--- src/rtl/mem_access_unit.sv ---
// rtl/mem_access_unit.sv - load/store sequencer splitting accesses into aligned memory beats
//
// Accepts one load or store per start strobe and issues it as a series of
// BUS_BYTES-aligned beats on a narrow memory port, with per-lane byte enables.
// Loads are reassembled and sign/zero extended to XLEN bits.
//
// Ports:
//   clk, rst_n          clock, asynchronous active-low reset
//   start               request strobe (taken when not in a beat)
//   sel_mem_operation   1 = store, 0 = load
//   sel_mem_size        log2 of access size in bytes
//   load_unsigned       1 = zero-extend load, 0 = sign-extend
//   addr, data_i        byte address and LSB-aligned store data
//   busy, done, err     beat in progress, completion pulse, illegal-size pulse
//   data_o              load result, held until the next load completes
//   mem_addr            aligned beat address
//   read_mem, write_mem beat direction strobes
//   byte_en, data_mem   active lanes and lane-aligned store data
//   mem_o, mem_ready    lane-aligned load data and beat completion

module mem_access_unit #(
  parameter int XLEN      = 64,
  parameter int ADDR_W    = 64,
  parameter int BUS_BYTES = 1
) (
  input  logic                   clk,
  input  logic                   rst_n,
  input  logic                   start,
  input  logic                   sel_mem_operation,
  input  logic [1:0]             sel_mem_size,
  input  logic                   load_unsigned,
  input  logic [ADDR_W-1:0]      addr,
  input  logic [XLEN-1:0]        data_i,
  output logic                   busy,
  output logic                   done,
  output logic                   err,
  output logic [XLEN-1:0]        data_o,
  output logic [ADDR_W-1:0]      mem_addr,
  output logic                   read_mem,
  output logic                   write_mem,
  output logic [BUS_BYTES-1:0]   byte_en,
  output logic [8*BUS_BYTES-1:0] data_mem,
  input  logic [8*BUS_BYTES-1:0] mem_o,
  input  logic                   mem_ready
);

  localparam logic [1:0] S_IDLE = 2'd0;
  localparam logic [1:0] S_BEAT = 2'd1;
  localparam logic [1:0] S_RESP = 2'd2;

  localparam logic [ADDR_W-1:0] LANE_MASK = ADDR_W'(BUS_BYTES - 1);
  localparam int IW = $clog2(XLEN);

  logic [1:0]        state;
  logic [ADDR_W-1:0] beat_addr;
  // Request byte index presented on lane 0 of the current beat; negative on
  // the first beat of a misaligned access.
  logic signed [7:0] pos;
  logic [7:0]        n_bytes;
  logic              op_store;
  logic              op_unsigned;
  logic              err_r;
  logic [XLEN-1:0]   st_data;
  logic [XLEN-1:0]   result;
  logic [XLEN-1:0]   result_next;
  int                lane_pos [BUS_BYTES];
  logic              last_beat;
  logic              size_bad;

  assign size_bad  = (XLEN == 32) && (sel_mem_size == 2'd3);
  assign last_beat = (int'(pos) + BUS_BYTES) >= int'(n_bytes);

  assign busy      = (state == S_BEAT);
  assign read_mem  = busy && !op_store;
  assign write_mem = busy && op_store;
  assign mem_addr  = busy ? beat_addr : '0;
  assign done      = (state == S_RESP) && !err_r;
  assign err       = (state == S_RESP) && err_r;

  always_comb begin
    for (int l = 0; l < BUS_BYTES; l++) begin
      lane_pos[l] = int'(pos) + l;
    end
  end

  always_comb begin
    byte_en  = '0;
    data_mem = '0;
    if (state == S_BEAT) begin
      for (int l = 0; l < BUS_BYTES; l++) begin
        if (lane_pos[l] >= 0 && lane_pos[l] < int'(n_bytes)) begin
          byte_en[l] = 1'b1;
          if (op_store) begin
            data_mem[l*8 +: 8] = st_data[IW'(lane_pos[l] * 8) +: 8];
          end
        end
      end
    end
  end

  // Load result with the current beat's lanes merged in; committed only
  // when the beat completes.
  always_comb begin
    result_next = result;
    for (int l = 0; l < BUS_BYTES; l++) begin
      if (byte_en[l] && !op_store) begin
        result_next[IW'(lane_pos[l] * 8) +: 8] = mem_o[l*8 +: 8];
      end
    end
  end

  function automatic logic [XLEN-1:0] extend_load(input logic [XLEN-1:0] raw,
                                                  input logic [7:0]      nb,
                                                  input logic            uns);
    logic [XLEN-1:0] keep;
    logic            sign;
    case (nb)
      8'd1: begin keep = XLEN'(64'hFF);        sign = raw[7];      end
      8'd2: begin keep = XLEN'(64'hFFFF);      sign = raw[15];     end
      8'd4: begin keep = XLEN'(64'hFFFF_FFFF); sign = raw[31];     end
      default: begin keep = '1;                sign = raw[XLEN-1]; end
    endcase
    return (raw & keep) | ((uns || !sign) ? '0 : ~keep);
  endfunction

  always_ff @(posedge clk or negedge rst_n) begin
    if (!rst_n) begin
      state       <= S_IDLE;
      beat_addr   <= '0;
      pos         <= '0;
      n_bytes     <= '0;
      op_store    <= 1'b0;
      op_unsigned <= 1'b0;
      err_r       <= 1'b0;
      st_data     <= '0;
      result      <= '0;
      data_o      <= '0;
    end else begin
      case (state)
        // RESP behaves like IDLE for acceptance so back-to-back requests
        // can be taken on the edge that ends the done/err cycle.
        S_IDLE, S_RESP: begin
          if (start) begin
            beat_addr   <= addr & ~LANE_MASK;
            pos         <= 8'd0 - 8'(addr & LANE_MASK);
            n_bytes     <= 8'd1 << sel_mem_size;
            op_store    <= sel_mem_operation;
            op_unsigned <= load_unsigned;
            st_data     <= data_i;
            result      <= '0;
            err_r       <= size_bad;
            state       <= size_bad ? S_RESP : S_BEAT;
          end else begin
            state <= S_IDLE;
          end
        end
        S_BEAT: begin
          if (mem_ready) begin
            result <= result_next;
            if (last_beat) begin
              state <= S_RESP;
              if (!op_store) begin
                data_o <= extend_load(result_next, n_bytes, op_unsigned);
              end
            end else begin
              beat_addr <= beat_addr + ADDR_W'(BUS_BYTES);
              pos       <= pos + 8'(BUS_BYTES);
            end
          end
        end
        default: state <= S_IDLE;
      endcase
    end
  end

endmodule

--- config.mk ---
export PLATFORM = sky130hd
export DESIGN_NAME = mem_access_unit
export DESIGN_NICKNAME = d
export VERILOG_FILES = /design/src/rtl/mem_access_unit.sv
export SDC_FILE = /design/constraint.sdc
export NUM_CORES = 1
export LEC_CHECK = 0
export ABC_AREA = 1
export BUFFER_PORTS_ARGS = -buffer_cell sky130_fd_sc_hd__buf_2
export CAP_MARGIN = 10
export CORE_ASPECT_RATIO = 1.75
export CORE_MARGIN = 1.5
export CORE_UTILIZATION = 30
export DETAILED_ROUTE_END_ITERATION = 8
export PLACE_DENSITY = 0.47
export RECOVER_POWER = 25
export SLEW_MARGIN = 0
export SYNTH_ARGS = -nofsm -noshare
export SYNTH_HDL_FRONTEND = slang
export SYNTH_SLANG_ARGS = --single-unit
--- constraint.sdc ---
create_clock -name clk -period 2.7 [get_ports clk]
set_clock_uncertainty 0.1 [all_clocks]
set_input_delay 0.135 -clock clk [delete_from_list [all_inputs] [get_ports clk]]
set_output_delay 0.135 -clock clk [all_outputs]
set_load 0.05 [all_outputs]
### Word-level counts from Yosys, hierarchy flattened

Cells that the tools add are included.

| word-level totals | value |
|---|---|
| flip-flop bits (word level) | 276 |
| output and inout port bits | 142 |
| word-level logic and storage cells | 82 |

| cells by class | value |
|---|---|
| $add $sub $neg | 4 |
| order comparisons | 3 |
| eq/ne operators | 9 |
| shift operators | 4 |
| multiplexer cells | 34 |
| bitwise logic cells | 4 |
| reductions and logical operators | 15 |

Operators by type and width:

| operator | number |
|---|---|
| 2-to-1 mux 64 bit | 12 |
| one-hot mux 64 bit (2 select lines) | 2 |
| one-hot mux 64 bit (3 select lines) | 1 |
| adder 64 x 1 -> 64 bit, second input constant | 1 |
| AND 64 bit | 1 |
| bitwise mux 64 bit | 1 |
| inverter 64 bit | 1 |
| bitwise OR 64 bit | 1 |
| variable shift 8 x 7 -> 64 bit, first input constant | 1 |
| indexed part select 64 x 6 -> 8 bit | 1 |
| indexed part select 8 x 7 -> 64 bit | 1 |
| 2-to-1 mux 8 bit | 6 |
| one-hot mux 8 bit (2 select lines) | 1 |
| adder 8 x 2 -> 9 bit, second input constant | 1 |
| greater-or-equal comparator 9 bit | 1 |
| less-than comparator 8 x 9 -> 1 bit | 1 |
| adder 8 x 2 -> 8 bit, second input constant | 1 |
| == test 8 x 1 -> 1 bit, second input constant | 1 |
| == test 8 x 2 -> 1 bit, second input constant | 1 |
| == test 8 x 3 -> 1 bit, second input constant | 1 |
| greater-or-equal comparator 8 x 1 -> 1 bit, second input constant | 1 |
| AND reduction 4 bit | 2 |
| << shifter 1 x 2 -> 8 bit, first input constant | 1 |
| 2-to-1 mux 1 bit | 7 |
| other kinds (17) | 25 |

### Depth between registers and ports, before layout

| logic depth | value |
|---|---|
| depth after elaboration | 15 |
| mapped depth | 19 |

### Worst setup path after synthesis

OpenSTA, ideal clock, no wires.

| timing path | value |
|---|---|
| path type | register -> output |
| start point | register state[1] |
| end point | output data_mem[0] |
| arrival | 2591 ps |
| data required time | 2465 ps |
| setup slack | -126 ps |
| stages on the path, launching flop included | 7 |
| path through | dfrtp_1 -> inv_1 -> nand2_2 -> buf_1 -> nor2_1 -> nand3_1 -> a21oi_1 |

| on the way | value |
|---|---|
| word-level cells in the longest chain between the ends | 2 |

Ends and longest elaborated chain:

| what | line | RTL |
|---|---|---|
| start: declaration | 54 | `logic [1:0] state;` |
| start signal: assignment | 152 | `state <= size_bad ? S_RESP : S_BEAT;` |
| == test 2 x 1 -> 1 bit | 89 | `if (state == S_BEAT) begin` |
| 2-to-1 mux 8 bit | 89 |  |
| end: declaration | 42 | `output logic [8*BUS_BYTES-1:0] data_mem,` |

No other way between the ends.

### Worst setup path in the final report

| timing path | value |
|---|---|
| start point | register pos[1] |
| end point | register beat_addr[33] |

| on the way | value |
|---|---|
| word-level cells in the longest chain between the ends | 4 |

Ends and longest elaborated chain:

| what | line | RTL |
|---|---|---|
| start: declaration | 58 | `logic signed [7:0] pos;` |
| start signal: assignment | 145 | `pos <= 8'd0 - 8'(addr & LANE_MASK);` |
| start signal: assignment | 167 | `pos <= pos + 8'(BUS_BYTES);` |
| adder 8 x 2 -> 9 bit | 71 | `assign last_beat = (int'(pos) + BUS_BYTES) >= int'(n_bytes);` |
| greater-or-equal comparator 9 bit | 71 |  |
| inequality test 2 bit (no line) | - |  |
| AND reduction 4 bit (no line) | - |  |
| end signal: assignment | 144 | `beat_addr <= addr & ~LANE_MASK;` |
| end signal: assignment | 166 | `beat_addr <= beat_addr + ADDR_W'(BUS_BYTES);` |
| end: declaration | 55 | `logic [ADDR_W-1:0] beat_addr;` |

No other way between the ends.
A chain may end at the register's enable or synchronous reset.

==> impl_metrics.json <==
{
  "clock_path_buffers": 3,
  "path_cells": "ha_4 > xor2_4 > ha_4 > a21oi_2 > o21ai_1 > nand2_1 > nand2_1 > nor2_1 > nand3_1 > nand2_2 > nand2_4 > nand2_8 > nand2_4 > clkbuf_16 > nand2_1 > o21ai_1",
  "timing.max_slew.rel_slack": -0.367,
  "tightestPinTransition_ns": 2.05,
  "drt_first_iter_violations": 680,
  "area_growth_pct": 37.5,
  "gr-usage-met2": 0.452,
  "violated_checks": "max-capacitance violations, max-slew violations",
  "critPathMaxFanout": 10,
  "cts_buf_count": 28,
  "die_x_um": 170,
  "grt_first_pass_wirelength_mm": 89.3,
  "route.detailed.vias_per_inst": 4.79,
  "timing_worst_setup_path_type": "flip-flop to flip-flop",
  "worstHoldPathCells": 3,
  "drc_errors": 0,
  "placement.setup.worst_slack_ns": -0.00449,
  "grt_pass1_vias": 15300,
  "power_density_mw_per_mm2": 1290,
  "cp_slowest_cell": "sky130_fd_sc_hd__dfrtp_2",
  "totalWireLength_mm": 61.6,
  "syn-instance-count": 2134,
  "grtUsageMet3": 0.0218,
  "outcome": "complete, but fails checks",
  "drive_above_1_share": 0.215,
  "route.vias.total": 15500,
  "post-synth-top-count-cell": "sky130_fd_sc_hd__nand2_1",
  "rsz0062_at_grt": "yes",
  "hold_viol_final": 0,
  "post-route-period-util": 0.985,
  "synth.top_cells.by_area": "sky130_fd_sc_hd__dfrtp_1, sky130_fd_sc_hd__nand2_1, sky130_fd_sc_hd__inv_1",
  "die_height_um": 296,
  "grt_most_used_layer": "met2",
  "syn-cell-area_mm2": 0.0147,
  "cp_data_required_time_ns": 3.06,
  "gp_congestion": 1.00,
  "fillers": 5167,
  "grt_overflow": 0,
  "synth-main-ff-cell": "sky130_fd_sc_hd__dfrtp_1",
  "dr.pass1.iters": 5,
  "synth-async-reset-ratio": 1.00,
  "final_nets": 2709,
  "synth_enable_flop_cells": 0,
  "rows": 107,
  "start_util": 0.303,
  "setup_viol_count_final": 0,
  "timing.hold.worst.class": "primary input to flip-flop",
  "mappedNetlistNets": 2289,
  "final_critical_path_setup_slack_ns": 0.0411,
  "core_box_area_mm2": 0.0485,
  "maxClockFrequency_mhz": 376,
  "post_synthesis_mean_instance_area_um2": 6.88,
  "placement.io_buffers": 252,
  "setup.worst_path.end_class": "flip-flop",
  "intPower_w": 0.0124,
  "final_max_slew_viol_count": 72,
  "critical_path.max_stage_delay_ns": 0.46,
  "power_frac_seq": 0.235,
  "sequential_fraction_of_the_synthesis_area": 0.409,
  "timing.reg2reg.worst_path_depth": 16,
  "cp-start-kind": "flip-flop",
  "clock_power_share": 0.159,
  "maximum_number_of_pins_on_one_net_before_global_route_repair": 140,
  "pin_count": 286,
  "power.share.switching": 0.522,
  "yosysUniqueCellTypes": 43,
  "cts-htree-levels": 1,
  "clock_tree.root_cell": "sky130_fd_sc_hd__clkbuf_16",
  "worst_ep_arrival_time_ns": 3.02,
  "power.static_leakage_nw": 10.4,
  "ys_top_cells_by_count": "sky130_fd_sc_hd__nand2_1, sky130_fd_sc_hd__inv_1, sky130_fd_sc_hd__nor2_1, sky130_fd_sc_hd__dfrtp_1, sky130_fd_sc_hd__o21ai_0",
  "ys_seq_elements": 240,
  "cts.clk_slew.worst_paths_ns": 0.07,
  "gr-usage-all-layers": 0.234,
  "fp.dieArea_mm2": 0.0503,
  "synth_top_area_share": 0.409,
  "share_comb_of_total_power": 0.607,
  "hpwlAfterDp_mm": 43.2,
  "worst_ir_drop_vdd_v": 0.000702,
  "p_sw_w": 0.0136,
  "synth.largest_area_cell": "sky130_fd_sc_hd__dfrtp_1",
  "grt_antenna_before_repair": 2,
  "critical_path_cell_count": 16,
  "finalWorstPathRequiredPeriod_ns": 2.66,
  "post-place-cells": 3037,
  "wl_per_cell_um": 19.1,
  "final_cells": 3232,
  "maxCapViolations": 1,
  "path_common_cell": "sky130_fd_sc_hd__nand2_1",
  "clock_tree_from_tritoncts": "built",
  "cp_top_family": "simple AND/OR/NAND/NOR gates",
  "timing.critical_path.buf_inv": 1,
  "clock_latency_ns": 0.57,
  "ant_nets": 0,
  "number_of_warnings_issued_by_yosys": 0,
  "global_route.usage.met1": 0.240,
  "number_of_clock_sinks": 240
}
-- state kept, by name (all words and copies together) (netlist names) --
signal and count:
st_data 32, state 2, op_store 1, pos 8, data_o 64, beat_addr 64
n_bytes 4, result 64, op_unsigned 1
-- worst min-delay path: cells and delay by family --
family / cells / cell delay (ns)
buf+inv: 1 / 0.09
simple gates: 2 / 0.49
-- cell type report --
class                           instances  area [µm²]  area share
Timing Repair Buffer                  484        3650       0.181
Sequential cell                       240        6010       0.298
Inverter                              314        1180      0.0586
Multi-Input combinational cell       1486        7550       0.374
Clock inverter                         15         163     0.00805
Antenna cell                            2        5.00    0.000248
Clock buffer                           37         816      0.0404
Tap cell                              654         818      0.0405
-- logic make-up after synthesis --
kind of cell | count (synthesis) | share of synthesized area
and+or+nand+nor | 1076 | 0.302
buffers and inverters | 410 | 0.112
AOI/OAI and AO/OA | 335 | 0.128
DFF | 240 | 0.409
xor gates and xnor gates | 33 | 0.0202
muxes | 28 | 0.0191
adders and majority gates | 11 | 0.00937
other | 1 | 0.000255
-- what timing repair did --
item                                    in CTS  in global routing
endpoints found under the setup margin      29                144
pin swaps                                    2                 19
hold buffers                               111                  0
gates cloned                                 1                 14
gates resized for setup                     18                136
hold endpoints to repair                   302                  0
setup buffers                                5                 10
-- routing by layer --
| layer | vias to the layer above | part of all wire |
|---|---|---|
| met1 | 7320 | 0.36 |
| met4 | 0 | 0.071 |
| met3 | 139 | 0.034 |
| met2 | 444 | 0.54 |
| li1 | 7586 | - |
| met5 | - | 0 |
-- cells in the final DEF, fill, tap and decap left out, drive strengths merged, types with 3 or more instances in the layout --
cell,netlist,final
a21boi,6,6
a21oi,83,83
a221oi,11,11
buf,59,361
bufinv,0,3
clkbuf,37,49
clkinv,2,11
dfrtp,240,240
dlygate4sd3,0,111
ha,11,11
inv,312,313
mux2i,28,28
nand2,584,586
nand3,96,96
nand4,20,20
nor2,307,307
nor3,52,52
nor3b,14,14
o211ai,13,13
o21a,8,8
o21ai,164,164
o22ai,41,41
o31ai,6,6
xor2,32,32
-- final timing paths --
check	end	slack, ns	startpoint
min in group asynchronous	beat_addr[14]$_DFFE_PN0P_	0.58	rst_n
min	state[0]$_DFFE_PN0P_	0.08	start
max in group asynchronous	beat_addr[38]$_DFFE_PN0P_	0.53	rst_n
max	beat_addr[33]$_DFFE_PN0P_	0.04	pos[1]$_DFFE_PN0P_
max reg2reg	beat_addr[33]$_DFFE_PN0P_	0.04	pos[1]$_DFFE_PN0P_
min reg2reg	st_data[6]$_DFFE_PN0P_	0.37	st_data[6]$_DFFE_PN0P_
-- power by group through the flow --
stage               combinational (W)  sequential (W)  clock (W)
finish                         0.0157         0.00609    0.00413
global route                   0.0171         0.00626    0.00438
CTS                            0.0138         0.00604    0.00428
detailed placement             0.0133         0.00608          0
global placement               0.0132         0.00606          0
floorplan                     0.00804         0.00751          0
-- metrics by stage --
step                utilization  setup TNS, ns  area, µm²  hold WS, ns  power (W)
CTS                       0.400              0      19400       0.0198     0.0242
finish                    0.417              0      20200       0.0846     0.0260
floorplan                     -          -1.01      14700       -0.261     0.0155
global route              0.417          -6.48      20200        0.119     0.0278
global placement          0.354       -0.00129      17200       0.0702     0.0193
detailed placement        0.354       -0.00449      17200       0.0666     0.0194
Power figures use the tool's default switching activity.
